<file path="config.mk">
export PLATFORM = sky130hd
export DESIGN_NAME = sys_ctrl
export DESIGN_NICKNAME = d
export VERILOG_FILES = /design/src/rtl/sys_ctrl_pkg.sv /design/src/rtl/sys_ctrl_tx_seq.sv /design/src/rtl/sys_ctrl.sv
export SDC_FILE = /design/constraint.sdc
export NUM_CORES = 1
export LEC_CHECK = 0
export BUFFER_PORTS_ARGS = -buffer_cell sky130_fd_sc_hd__buf_2
export CAP_MARGIN = 20
export CORE_ASPECT_RATIO = 0.7
export CORE_MARGIN = 5
export CORE_UTILIZATION = 52
export DETAILED_ROUTE_END_ITERATION = 8
export PLACE_DENSITY = 0.78
export SYNTH_ARGS = -nofsm -noshare
export SYNTH_HDL_FRONTEND = slang
export SYNTH_SLANG_ARGS = --single-unit
</file>
<file path="constraint.sdc">
create_clock -name CLK -period 1.95 [get_ports CLK]
set_clock_uncertainty 0.15 [all_clocks]
set_input_delay 0.0975 -clock CLK [delete_from_list [all_inputs] [get_ports CLK]]
set_output_delay 0.0975 -clock CLK [all_outputs]
set_load 0.01 [all_outputs]
</file>
<file path="src/rtl/sys_ctrl_pkg.sv">
// rtl/sys_ctrl_pkg.sv - shared command codes and state encodings for sys_ctrl
// Purpose: single home for the UART command bytes and both FSM encodings so
//          the controller, its transmit sequencer and any tooling agree.
// Ports:   none (package).
package sys_ctrl_pkg;

  localparam logic [7:0] CMD_RF_WR    = 8'hAA;
  localparam logic [7:0] CMD_RF_RD    = 8'hBB;
  localparam logic [7:0] CMD_ALU_OP   = 8'hCC;
  localparam logic [7:0] CMD_ALU_NOOP = 8'hDD;

  typedef enum logic [3:0] {
    IDLE,
    WR_ADDR,
    WR_DATA,
    RD_ADDR,
    RD_WAIT,
    OP_A,
    OP_B,
    ALU_FUNC,
    ALU_WAIT,
    TX_LSB,
    TX_MSB
  } state_t;

  typedef enum logic [1:0] {
    TX_IDLE,
    TX_ARM,
    TX_HOLD,
    TX_DRAIN
  } tx_state_t;

endpackage

</file>
<file path="src/rtl/sys_ctrl_tx_seq.sv">
// rtl/sys_ctrl_tx_seq.sv - one-byte UART transmit handshake sequencer
// Purpose: hands one byte to the UART transmitter and reports when the
//          transmitter has finished with it.
// Ports:   clk, rst       - clock, asynchronous active-high reset
//          start, data    - one-cycle request with the byte to send
//          busy           - transmitter busy (UART TX_BUSY)
//          tx_data, tx_valid - byte and valid towards the transmitter
//          done           - one-cycle pulse once busy has returned low
module sys_ctrl_tx_seq
  import sys_ctrl_pkg::*;
#(
  parameter int DATA_WIDTH = 8
) (
  input  logic                  clk,
  input  logic                  rst,
  input  logic                  start,
  input  logic [DATA_WIDTH-1:0] data,
  input  logic                  busy,
  output logic [DATA_WIDTH-1:0] tx_data,
  output logic                  tx_valid,
  output logic                  done
);

  tx_state_t state;

  always_ff @(posedge clk or posedge rst) begin
    if (rst) begin
      state    <= TX_IDLE;
      tx_data  <= '0;
      tx_valid <= 1'b0;
      done     <= 1'b0;
    end else begin
      done <= 1'b0;
      case (state)
        TX_IDLE: begin
          if (start) begin
            tx_data <= data;
            state   <= TX_ARM;
          end
        end
        // Never offer a byte while the transmitter is still busy.
        TX_ARM: begin
          if (!busy) begin
            tx_valid <= 1'b1;
            state    <= TX_HOLD;
          end
        end
        // Busy going high is the transmitter's acceptance of the byte.
        TX_HOLD: begin
          if (busy) begin
            tx_valid <= 1'b0;
            state    <= TX_DRAIN;
          end
        end
        TX_DRAIN: begin
          if (!busy) begin
            done  <= 1'b1;
            state <= TX_IDLE;
          end
        end
        default: state <= TX_IDLE;
      endcase
    end
  end

endmodule

</file>
<file path="src/rtl/sys_ctrl.sv">
// rtl/sys_ctrl.sv - UART command decoder driving register file, ALU and reply
// Purpose: decodes command frames received over UART, performs register file
//          writes/reads and ALU operations, and returns results over UART.
// Ports:   CLK, RST                      - clock, asynchronous active-high reset
//          RX_DATA, RX_VALID             - received byte stream
//          RF_WR_EN, RF_RD_EN, RF_ADDR, RF_WR_DATA - register file access
//          RF_RD_DATA, RF_RD_VALID       - register file read return
//          ALU_EN, ALU_FUN, CLK_GATE_EN  - ALU control and its clock gate
//          ALU_OUT, ALU_OUT_VALID        - ALU result
//          TX_DATA, TX_VALID, TX_BUSY    - UART transmit handshake
module sys_ctrl
  import sys_ctrl_pkg::*;
#(
  parameter int DATA_WIDTH = 8,
  parameter int ADDR_WIDTH = 4
) (
  input  logic                    CLK,
  input  logic                    RST,
  input  logic [DATA_WIDTH-1:0]   RX_DATA,
  input  logic                    RX_VALID,
  output logic                    RF_WR_EN,
  output logic                    RF_RD_EN,
  output logic [ADDR_WIDTH-1:0]   RF_ADDR,
  output logic [DATA_WIDTH-1:0]   RF_WR_DATA,
  input  logic [DATA_WIDTH-1:0]   RF_RD_DATA,
  input  logic                    RF_RD_VALID,
  output logic                    ALU_EN,
  output logic [3:0]              ALU_FUN,
  output logic                    CLK_GATE_EN,
  input  logic [2*DATA_WIDTH-1:0] ALU_OUT,
  input  logic                    ALU_OUT_VALID,
  output logic [DATA_WIDTH-1:0]   TX_DATA,
  output logic                    TX_VALID,
  input  logic                    TX_BUSY
);

  state_t                state;
  logic                  two_bytes;
  logic [DATA_WIDTH-1:0] msb_byte;
  logic                  tx_start;
  logic [DATA_WIDTH-1:0] tx_byte;
  logic                  tx_done;

  always_ff @(posedge CLK or posedge RST) begin
    if (RST) begin
      state       <= IDLE;
      RF_WR_EN    <= 1'b0;
      RF_RD_EN    <= 1'b0;
      RF_ADDR     <= '0;
      RF_WR_DATA  <= '0;
      ALU_EN      <= 1'b0;
      ALU_FUN     <= '0;
      CLK_GATE_EN <= 1'b0;
      two_bytes   <= 1'b0;
      msb_byte    <= '0;
      tx_start    <= 1'b0;
      tx_byte     <= '0;
    end else begin
      RF_WR_EN <= 1'b0;
      RF_RD_EN <= 1'b0;
      ALU_EN   <= 1'b0;
      tx_start <= 1'b0;
      case (state)
        IDLE: begin
          if (RX_VALID) begin
            if (RX_DATA == DATA_WIDTH'(CMD_RF_WR)) begin
              state <= WR_ADDR;
            end else if (RX_DATA == DATA_WIDTH'(CMD_RF_RD)) begin
              state <= RD_ADDR;
            end else if (RX_DATA == DATA_WIDTH'(CMD_ALU_OP)) begin
              CLK_GATE_EN <= 1'b1;
              state       <= OP_A;
            end else if (RX_DATA == DATA_WIDTH'(CMD_ALU_NOOP)) begin
              CLK_GATE_EN <= 1'b1;
              state       <= ALU_FUNC;
            end
          end
        end
        WR_ADDR: begin
          if (RX_VALID) begin
            RF_ADDR <= RX_DATA[ADDR_WIDTH-1:0];
            state   <= WR_DATA;
          end
        end
        WR_DATA: begin
          if (RX_VALID) begin
            RF_WR_DATA <= RX_DATA;
            RF_WR_EN   <= 1'b1;
            state      <= IDLE;
          end
        end
        RD_ADDR: begin
          if (RX_VALID) begin
            RF_ADDR  <= RX_DATA[ADDR_WIDTH-1:0];
            RF_RD_EN <= 1'b1;
            state    <= RD_WAIT;
          end
        end
        RD_WAIT: begin
          if (RF_RD_VALID) begin
            tx_byte   <= RF_RD_DATA;
            tx_start  <= 1'b1;
            two_bytes <= 1'b0;
            state     <= TX_LSB;
          end
        end
        // Operands land in fixed register-file slots 0 and 1 for the ALU.
        OP_A: begin
          if (RX_VALID) begin
            RF_ADDR    <= '0;
            RF_WR_DATA <= RX_DATA;
            RF_WR_EN   <= 1'b1;
            state      <= OP_B;
          end
        end
        OP_B: begin
          if (RX_VALID) begin
            RF_ADDR    <= ADDR_WIDTH'(1);
            RF_WR_DATA <= RX_DATA;
            RF_WR_EN   <= 1'b1;
            state      <= ALU_FUNC;
          end
        end
        ALU_FUNC: begin
          if (RX_VALID) begin
            ALU_FUN <= RX_DATA[3:0];
            ALU_EN  <= 1'b1;
            state   <= ALU_WAIT;
          end
        end
        ALU_WAIT: begin
          if (ALU_OUT_VALID) begin
            tx_byte     <= ALU_OUT[DATA_WIDTH-1:0];
            msb_byte    <= ALU_OUT[2*DATA_WIDTH-1:DATA_WIDTH];
            tx_start    <= 1'b1;
            two_bytes   <= 1'b1;
            CLK_GATE_EN <= 1'b0;
            state       <= TX_LSB;
          end
        end
        TX_LSB: begin
          if (tx_done) begin
            if (two_bytes) begin
              tx_byte  <= msb_byte;
              tx_start <= 1'b1;
              state    <= TX_MSB;
            end else begin
              state <= IDLE;
            end
          end
        end
        TX_MSB: begin
          if (tx_done) state <= IDLE;
        end
        default: state <= IDLE;
      endcase
    end
  end

  sys_ctrl_tx_seq #(
    .DATA_WIDTH(DATA_WIDTH)
  ) u_tx_seq (
    .clk     (CLK),
    .rst     (RST),
    .start   (tx_start),
    .data    (tx_byte),
    .busy    (TX_BUSY),
    .tx_data (TX_DATA),
    .tx_valid(TX_VALID),
    .done    (tx_done)
  );

endmodule

</file>
=== Word-level counts from Yosys, hierarchy flattened ===
Index checks and enable logic that the tools add are counted.

* Eq/ne operators: 38
* Multiplexer cells: 54
* Reductions and logical operators: 20

{| class="wikitable"
|+ Operators by type and width
! operator !! number
|-
| $mux 4 || 18
|-
| $pmux 4 s11 || 1
|-
| $eq 8x8->1 const B || 4
|-
| $mux 8 || 4
|-
| $ne 2x2->1 const B || 16
|-
| $pmux 8 s3 || 1
|-
| $mux 1 || 20
|-
| $eq 4x3->1 const B || 4
|-
| $eq 4x4->1 const B || 3
|-
| $pmux 4 s3 || 1
|-
| $reduce_and 12->1 || 1
|-
| $eq 4x2->1 const B || 2
|-
| $mux 2 || 4
|-
| $pmux 2 s4 || 1
|-
| $reduce_and 2->1 || 4
|-
| $reduce_and 4->1 || 2
|-
| $ne 2x1->1 const B || 3
|-
| $pmux 1 s2 || 3
|-
| $reduce_and 3->1 || 2
|-
| $reduce_and 6->1 || 1
|-
| $reduce_bool 2->1 || 3
|-
| $reduce_bool 3->1 || 2
|-
| $ne 5x5->1 const B || 1
|-
| $reduce_and 5->1 || 1
|-
| other kinds (9) || 10
|}

* Bits in registers: 54
* Output and inout bits: 29
* Word-level logic and storage cells: 128

=== Longest topological paths before layout ===
Gate-level depths: netlist of the first run.

* Word-level depth: 7
* Depth in mapped cells: 7
* Gate-level depth less buffers: 7

=== By module ===
From an unflattened synthesis of the first run, not the netlist that was laid out.

* Cell total of the unflattened synthesis: 229
* Area, all modules: 2,765.2 µm²

{| class="wikitable"
|+ Modules (own cells, without submodules)
! module !! times used !! cells an instance !! area each (µm²) !! seq. area each (µm²)
|-
| sys_ctrl || 1 || 186 || 2,183.3 || 1,051.0
|-
| sys_ctrl_tx_seq || 1 || 43 || 581.8 || 300.3
|}

=== Least setup slack after synthesis of the first run ===
OpenSTA, ideal clock, no wires.

* Path type: reg2reg
* From: register state[1]
* To: register RF_WR_DATA[1]
* Arrival: 1,379 ps
* Required time: 1,675 ps
* Slack: 297 ps
* Stages on the path, launching flop included: 6
* Buffers on the path: 1
* Cell sequence: dfrtp_1 > buf_2 > inv_2 > nand3_1 > a21oi_4 > mux2_2

* Word-level cells in the longest chain between the ends: 3

{| class="wikitable"
|+ Ends and longest elaborated chain
! item !! RTL line !! text
|-
| from (decl) || sys_ctrl.sv:37 || <nowiki>state_t state;</nowiki>
|-
| from (signal assigned) || sys_ctrl.sv:46 || <nowiki>state <= IDLE;</nowiki>
|-
| from (signal assigned) || sys_ctrl.sv:67 || <nowiki>state <= WR_ADDR;</nowiki>
|-
| from (signal assigned) || sys_ctrl.sv:69 || <nowiki>state <= RD_ADDR;</nowiki>
|-
| $eq 4x3->1 or $eq 4x2->1 (tied branches) || sys_ctrl.sv:63 || <nowiki>case (state)</nowiki>
|-
| $reduce_or 3->1 (no line) * || n/a ||
|-
| $reduce_and 2->1 (no line) * || n/a ||
|-
| to (signal assigned) || sys_ctrl.sv:50 || <nowiki>RF_WR_DATA <= '0;</nowiki>
|-
| to (signal assigned) || sys_ctrl.sv:87 || <nowiki>RF_WR_DATA <= RX_DATA;</nowiki>
|-
| to (signal assigned) || sys_ctrl.sv:111 || <nowiki>RF_WR_DATA <= RX_DATA;</nowiki>
|-
| to (decl) || sys_ctrl.sv:24 || <nowiki>output logic [DATA_WIDTH-1:0] RF_WR_DATA,</nowiki>
|}

Mark *: on every way between the ends. The rest lies on a longest branch, timed or not.
A chain may end at the register's enable or synchronous reset.

=== Final worst setup path of the first run ===
* From: register state[0]
* To: register state[3]

* Word-level cells in the longest chain between the ends: 3

{| class="wikitable"
|+ Ends and longest elaborated chain
! item !! RTL line
|-
| $logic_not 4->1 (tied with other cells) || sys_ctrl.sv:63
|-
| $ne 5x5->1 (no line) (tied with other cells) || n/a
|-
| $reduce_and 12->1 (no line) || n/a
|}

Several ways; a longest one is shown, not always the timed one.

==> insert_results.sql, run 1 <==
INSERT INTO impl_metrics (metric_group, metric, value, unit) VALUES
('worst_setup_path', 'startpoint_type', 'flop', ''),
('worst_setup_path', 'worst-endpoint-required', '2.02', 'ns'),
('worst_setup_path', 'reg2regPathDepth', '5', ''),
('power_and_ir_drop', 'leakage', '1.64', 'nW'),
('clock_network', 'clk_root_buffer_cell', 'clkbuf_8', ''),
('clock_network', 'cts-root-to-sink-buffers', '2', ''),
('clock_network', 'cts_tree', 'yes', ''),
('synth', 'synth.yosys.seq_area_share', '0.522', ''),
('synth', 'synthesis.yosys.warnings', '0', ''),
('clock_network', 'clk_pin_slew', '0.09', 'ns'),
('worst_setup_path', 'critical_path_class', 'flop to flop', ''),
('outcome', 'status', 'finished clean', ''),
('synth', 'yosys.area.top_type', 'dfrtp_1', ''),
('sta', 'setup_total_negative_slack', '0', 'ns'),
('synth', 'total_of_flip_flops_plus_latches_after_synthesis', '54', ''),
('drt', 'postRouteAntennaNets', '0', ''),
('sta', 'max_slew_margin', '0.637', ''),
('worst_setup_path', 'worstSetupEndpoint', 'state[3]$_DFFE_PP0P_', ''),
('synth', 'syn_area_per_cell', '11.3', 'um^2'),
('power_and_ir_drop', 'vdd_drop_max', '0.728', 'mV'),
('global_routing', 'grt.overflow.total', '0', ''),
('synth', 'postSynth.topFlopCell', 'dfrtp_1', ''),
('drt', 'drtIter0Drc', '238', ''),
('flow_run', 'maxCapViolations', '0', ''),
('sta', 'timing.final.ws_setup', '0.0809', 'ns'),
('global_routing', 'gr-usage-all-layers', '0.201', ''),
('finish', 'drive_gt1_frac', '0.364', ''),
('drt', 'drt_pre_antenna_iters', '4', ''),
('placement', 'pre_cts_slack', '0.0319', 'ns'),
('sta', 'hold_ws', '0.0185', 'ns'),
('placement', 'detailed_place_hpwl', '4310', 'um'),
('finish', 'nets', '375', ''),
('synth', 'synth_async_sr_flop_share', '1.00', ''),
('power_and_ir_drop', 'power_per_cell_area', '1430', 'nW/um^2'),
('synth', 'synthDominantCellAreaShare', '0.522', ''),
('drt', 'routed-via-count', '2092', ''),
('sta', 'setup_viol', '0', ''),
('sta', 'fmax', '535', 'MHz'),
('drt', 'remaining_drc_errors', '0', ''),
('finish', 'regArea', '1350', 'um^2'),
('clock_network', 'clock_sink_count', '54', ''),
('global_routing', 'grt_start_max_net_pins', '32', ''),
('synth', 'yosysUniqueCellTypes', '40', ''),
('global_routing', 'grt_pass1_vias', '2085', ''),
('synth', 'syn_inst_count', '230', ''),
('worst_setup_path', 'critPathMaxFanout', '14', ''),
('worst_setup_path', 'crit-reg2reg-capture', 'state[3]$_DFFE_PP0P_', ''),
('clock_network', 'number_of_levels_the_h_tree_was_split_into', '2', ''),
('worst_setup_path', 'worstPathArrival', '1.94', 'ns'),
('finish', 'layout.filler_cells', '330', ''),
('global_routing', 'gr-usage-met1', '0.290', ''),
('worst_setup_path', 'r2r_setup_slack', '0.08', 'ns'),
('drt', 'final_wl', '6100', 'um'),
('floorplanning', 'chipWidth', '94.4', 'um'),
('clock_network', 'clock_latency', '0.30', 'ns'),
('floorplanning', 'chipHeight', '69.0', 'um'),
('clock_network', 'cts_inserted_buffers', '5', ''),
('floorplanning', 'core_area', '4810', 'um^2'),
('synth', 'syn-cell-area', '2590', 'um^2'),
('floorplanning', 'die-area', '6510', 'um^2'),
('drt', 'detail_route.vias_per_cell', '5.20', ''),
('synth', 'syn_nets', '273', ''),
('global_routing', 'met3_global_route_usage', '0.0630', ''),
('sta', 'slew_violations', '0', ''),
('worst_setup_path', 'worst_setup_sp', 'state[0]$_DFFE_PP0P_', ''),
('global_routing', 'gr-max-usage-layer', 'met2', ''),
('worst_setup_path', 'r2r-start', 'state[0]$_DFFE_PP0P_', ''),
('hold_path', 'min_path_type', 'input port to flop', ''),
('finish', 'area_taken_by_multi_input_logic_gates', '1150', 'um^2'),
('sta', 'tightest_slew', '0.544', 'ns'),
('finish', 'flow.area_growth_from_synthesis', '31.8', '%');
cells by family (layout without fill, tap and decap cells):
group                    Yosys count  in the layout  synth area share
multiplexers                      39             39             0.165
AO/OA/AOI/OAI                     45             45             0.114
adder cells (fa/ha/maj)            5              5            0.0242
flip-flops                        54             54             0.522
AND/OR/NAND/NOR                   63             63             0.125
XOR/XNOR                           3              3            0.0101
other                              0              1                 0
buffers and inverters             21            123            0.0396
power by group:
group          internal (mW)  leakage, nW  switching [mW]
clock                  0.246       0.0362           0.360
combinational           1.09        0.939            1.15
sequential              1.64        0.666           0.393
total                   2.98         1.64            1.91
flip-flops by register name, summed over array words and instances, names as in the netlist:
signal,count
state,4
u_tx_seq.done,1
msb_byte,8
u_tx_seq.tx_data,8
RF_ADDR,4
ALU_FUN,4
ALU_EN,1
u_tx_seq.state,2
RF_WR_EN,1
CLK_GATE_EN,1
tx_byte,8
RF_RD_EN,1
two_bytes,1
tx_start,1
u_tx_seq.tx_valid,1
RF_WR_DATA,8
final cells by class:
cell class	count	share of cell area
Antenna cell	1	0.000733
Clock buffer	5	0.0202
Clock inverter	2	0.00440
Inverter	13	0.0143
Multi-Input combinational cell	155	0.337
Sequential cell	54	0.397
Tap cell	69	0.0253
Timing Repair Buffer	103	0.202
cell usage in the layout (no fill, tap or decap), drive strengths merged, types with 4 or more instances in the layout:
cell type / netlist / layout
buf: 8 / 76
mux2i: 10 / 10
mux2: 29 / 29
dlygate4sd3: 0 / 27
clkbuf: 0 / 5
o211ai: 4 / 4
dfrtp: 54 / 54
nand2: 34 / 34
inv: 13 / 13
a21oi: 4 / 4
o21ai: 24 / 24
nand3: 7 / 7
ha: 5 / 5
nor3: 5 / 5
nor2: 6 / 6
repair_timing:
action,4_1_cts,5_1_grt
resized for setup,0,4
endpoints found under the setup margin,0,11
hold buffers,27,0
endpoints found under the hold margin,56,0
how the worst min path moves through the flow:
stage | start | slack, ns | cells past startpoint | end
floorplan | TX_BUSY | 0.01 | 1 | u_tx_seq.done$_DFF_PP0_
global placement | RST | 0.006 | 2 | u_tx_seq.tx_valid$_DFFE_PP0P_
detailed placement | RST | 0.01 | 2 | u_tx_seq.tx_valid$_DFFE_PP0P_
CTS | RX_VALID | 0.009 | 3 | RF_RD_EN$_DFF_PP0_
global route | RX_VALID | 0.03 | 3 | RF_RD_EN$_DFF_PP0_
finish | RX_VALID | 0.02 | 3 | RF_RD_EN$_DFF_PP0_
metal layers:
layer,wire [um],vias up,part of all wire
li1,-,1014,-
met1,2790,989,0.46
met2,2790,82,0.46
met3,455,7,0.075
met4,58,0,0.0095
met5,0,-,0
stage by stage:
stage	cell area, um^2	std cells
finish	3410	402
detailed placement	3040	367
CTS	3390	401
global placement	3040	367
global route	3410	402
floorplan	2590	230
critical path: stages, from the launching register on:
cell and delay, ns:
dfrtp_1 0.56, nor4bb_1 0.21, o21ai_1 0.29, o2111a_2 0.33, a31oi_1 0.10, a31oi_1 0.15
No activity file was read; power rests on OpenSTA's default activity.
==> inputs of run 2 (changes only) <==
Settings changed: ABC_CLOCK_PERIOD_IN_PS from default to 1950, CORE_ASPECT_RATIO 0.7 to 2.
==> run 2 against run 1 <==
Utilization shrank 0.95 points. Clock-buffer cell count grew 2. Final cell count shrank 3.0%. Register-to-register slack is essentially flat. Worst setup slack lost 0.0050 ns. Design area shrank 0.18%. Total power grew 2.7%. Fmax shrank 0.27%. Combinational power grew 2%. First-iteration DRC count shrank 80%. Hold slack gained 0.010 ns. Sequential share of layout area is essentially flat.
==> insert_results.sql, run 2 (synthesis results as in run 1) <==
INSERT INTO impl_metrics (metric_group, metric, value, unit) VALUES
('outcome', 'status', 'finished clean', ''),
('clock_network', 'clock_sink_count', '54', ''),
('sta', 'max_slew_margin', '0.700', ''),
('power_and_ir_drop', 'vdd_drop_max', '0.956', 'mV'),
('clock_network', 'cts_inserted_buffers', '5', ''),
('sta', 'setup_total_negative_slack', '0', 'ns'),
('worst_setup_path', 'worstSetupEndpoint', 'state[3]$_DFFE_PP0P_', ''),
('global_routing', 'grt_antenna_before_repair', '0', ''),
('drt', 'postRouteAntennaNets', '0', ''),
('finish', 'final_common_cell', 'buf_2', ''),
('placement', 'numPortBuffers', '66', ''),
('floorplanning', 'chipWidth', '59.9', 'um'),
('floorplanning', 'die-area', '6580', 'um^2'),
('clock_network', 'number_of_levels_the_h_tree_was_split_into', '2', ''),
('drt', 'wire_per_inst', '16.8', 'um'),
('global_routing', 'gr-usage-all-layers', '0.220', ''),
('sta', 'tightest_slew', '0.450', 'ns'),
('drt', 'final_wl', '6540', 'um'),
('sta', 'rsz0062_at_grt', 'yes', ''),
('drt', 'drtIter0Drc', '48', ''),
('worst_setup_path', 'crit_top_cell', 'a31oi_1', ''),
('power_and_ir_drop', 'leakage', '1.66', 'nW'),
('placement', 'placed_cells', '355', ''),
('finish', 'layout.filler_cells', '381', ''),
('global_routing', 'grt_pass1_vias', '2282', ''),
('finish', 'mostFrequentLayoutCells', 'buf_2 (66), dfrtp_1 (53), nand2_1 (34)', ''),
('worst_setup_path', 'critical_path_class', 'flop to flop', ''),
('sta', 'setup_viol', '0', ''),
('floorplanning', 'core_area', '4860', 'um^2'),
('worst_setup_path', 'path_delay_family', 'compound AO/OA/AOI/OAI gates', ''),
('clock_network', 'cts-root-to-sink-buffers', '2', ''),
('finish', 'finish.cell_count_without_fillers', '390', ''),
('worst_setup_path', 'critPathMaxFanout', '13', ''),
('finish', 'n_antenna_cell', '0', ''),
('clock_network', 'clk_pin_slew', '0.09', 'ns'),
('sta', 'slew_violations', '0', ''),
('global_routing', 'grt_start_max_net_pins', '23', ''),
('worst_setup_path', 'timing.critical_path.slowest_stage_cell', 'dfrtp_1', ''),
('worst_setup_path', 'worst-endpoint-required', '1.98', 'ns'),
('worst_setup_path', 'cp_num_buf_inv', '0', ''),
('global_routing', 'grt_first_pass_wirelength', '10700', 'um'),
('placement', 'globalplace.congestion', '0.917', ''),
('finish', 'nets', '375', ''),
('clock_network', 'clock_latency', '0.31', 'ns'),
('worst_setup_path', 'r2r-start', 'state[2]$_DFFE_PP0P_', ''),
('finish', 'flow.area_growth_from_synthesis', '31.5', '%'),
('worst_setup_path', 'startpoint_type', 'flop', ''),
('power_and_ir_drop', 'power_per_cell_area', '1470', 'nW/um^2'),
('floorplanning', 'chipHeight', '110', 'um'),
('clock_network', 'cts_tree', 'yes', ''),
('placement', 'detailed_place_hpwl', '4840', 'um'),
('power_and_ir_drop', 'p_total', '5.02', 'mW'),
('worst_setup_path', 'worstPathArrival', '1.91', 'ns'),
('drt', 'remaining_drc_errors', '0', ''),
('drt', 'detail_route.vias_per_cell', '5.47', ''),
('global_routing', 'grt.overflow.total', '0', ''),
('worst_setup_path', 'worstSetupEndpointType', 'flop', ''),
('hold_path', 'hold_path_startpoint', 'RF_RD_DATA[5]', ''),
('drt', 'routed-via-count', '2132', ''),
('worst_setup_path', 'worst_setup_sp', 'state[2]$_DFFE_PP0P_', ''),
('floorplanning', 'placementRows', '36', ''),
('worst_setup_path', 'r2r_setup_slack', '0.08', 'ns'),
('sta', 'fmax', '534', 'MHz'),
('sta', 'final.period_utilization', '0.961', ''),
('finish', 'drive_gt1_frac', '0.369', ''),
('flow_run', 'maxCapViolations', '0', ''),
('worst_setup_path', 'reg2regPathDepth', '5', ''),
('hold_path', 'min_path_type', 'input port to flop', ''),
('worst_setup_path', 'cp_cell_sequence', 'nor4b_2 > o21ai_1 > o2111a_2 > a31oi_1 > a31oi_1', ''),
('floorplanning', 'floorplan.io_pins', '67', ''),
('drt', 'drt_pre_antenna_iters', '4', ''),
('worst_setup_path', 'cp.depth', '5', ''),
('sta', 'period_needed', '1.87', 'ns'),
('floorplanning', 'initial_core_util', '0.532', ''),
('clock_network', 'clk_root_buffer_cell', 'clkbuf_8', ''),
('worst_setup_path', 'timing.critical_path.slowest_cell_delay', '0.55', 'ns'),
('sta', 'fin_hold_viols', '0', ''),
('worst_setup_path', 'crit-reg2reg-capture', 'state[3]$_DFFE_PP0P_', '');
==> run 2: cell types whose count changed in the layout (fill, tap and decap cells not counted), sizes merged <==
cell and change:
diode -1, buf +1, clkinvlp -2, clkinv +1, clkbuf +2, dlygate4sd3 -1
==> run 2: per-layer routing <==
layer / part of all wire / wire length [um] / global-route usage / up-vias
met5: 0 / 0 / 0 / -
met4: 0.032 / 209 / 0.0967 / 0
met3: 0.053 / 346 / 0.0470 / 18
met2: 0.58 / 3780 / 0.413 / 78
met1: 0.34 / 2200 / 0.220 / 1021
li1: - / - / - / 1015
==> run 2: final cells by class <==
cell class / count / area [um^2] / area share
multi-input cells: 155 / 1160 / 0.339
clock buffers: 7 / 96.3 / 0.0283
inverters: 13 / 48.8 / 0.0143
clock inverters: 1 / 8.76 / 0.00257
repair buffers: 103 / 673 / 0.198
flip-flops and latches: 54 / 1350 / 0.397
well taps: 57 / 71.3 / 0.0209
==> run 2: worst min-delay path by stage <==
stage | slack (ns) | cells after the start | to
global placement | -0.02 | 2 | RF_WR_DATA[5]$_DFFE_PP0P_
CTS | 0.02 | 3 | RF_RD_EN$_DFF_PP0_
detailed placement | -0.02 | 2 | RF_WR_DATA[5]$_DFFE_PP0P_
floorplan | 0.01 | 1 | u_tx_seq.done$_DFF_PP0_
finish | 0.03 | 3 | tx_byte[5]$_DFFE_PP0P_
global route | 0.03 | 3 | RF_RD_EN$_DFF_PP0_
==> run 2: what timing repair did <==
action / 4_1_cts / 5_1_grt
pin swaps: 0 / 1
hold buffers: 26 / 0
buffers inserted: 0 / 1
gates resized for setup: 1 / 3
endpoints found under the setup margin: 1 / 11
hold endpoints to repair: 54 / 0
==> run 2: where the power goes <==
part,switching [mW],internal (mW),leakage (nW)
sequential,0.394,1.63,0.667
combinational,1.21,1.09,0.936
clock,0.359,0.326,0.0544
total,1.96,3.05,1.66
==> run 2: worst min-delay path: cells and delay by family <==
kind,cells,cell delay (ns)
AO/OA/AOI/OAI,2,0.27
buffers and inverters,1,0.08
==> run 2: per-stage QoR <==
stage / util / worst slack [ns] / cell area (um^2) / hold WS (ns)
2_1_floorplan: - / 0.297 / 2590 / 0.0131
6_report: 0.700 / 0.0758 / 3410 / 0.0287
3_3_place_gp: 0.619 / 0.0443 / 3010 / -0.0232
5_1_grt: 0.700 / -0.00318 / 3410 / 0.0344
4_1_cts: 0.695 / 0.0292 / 3380 / 0.0208
3_5_place_dp: 0.619 / 0.0557 / 3010 / -0.0225
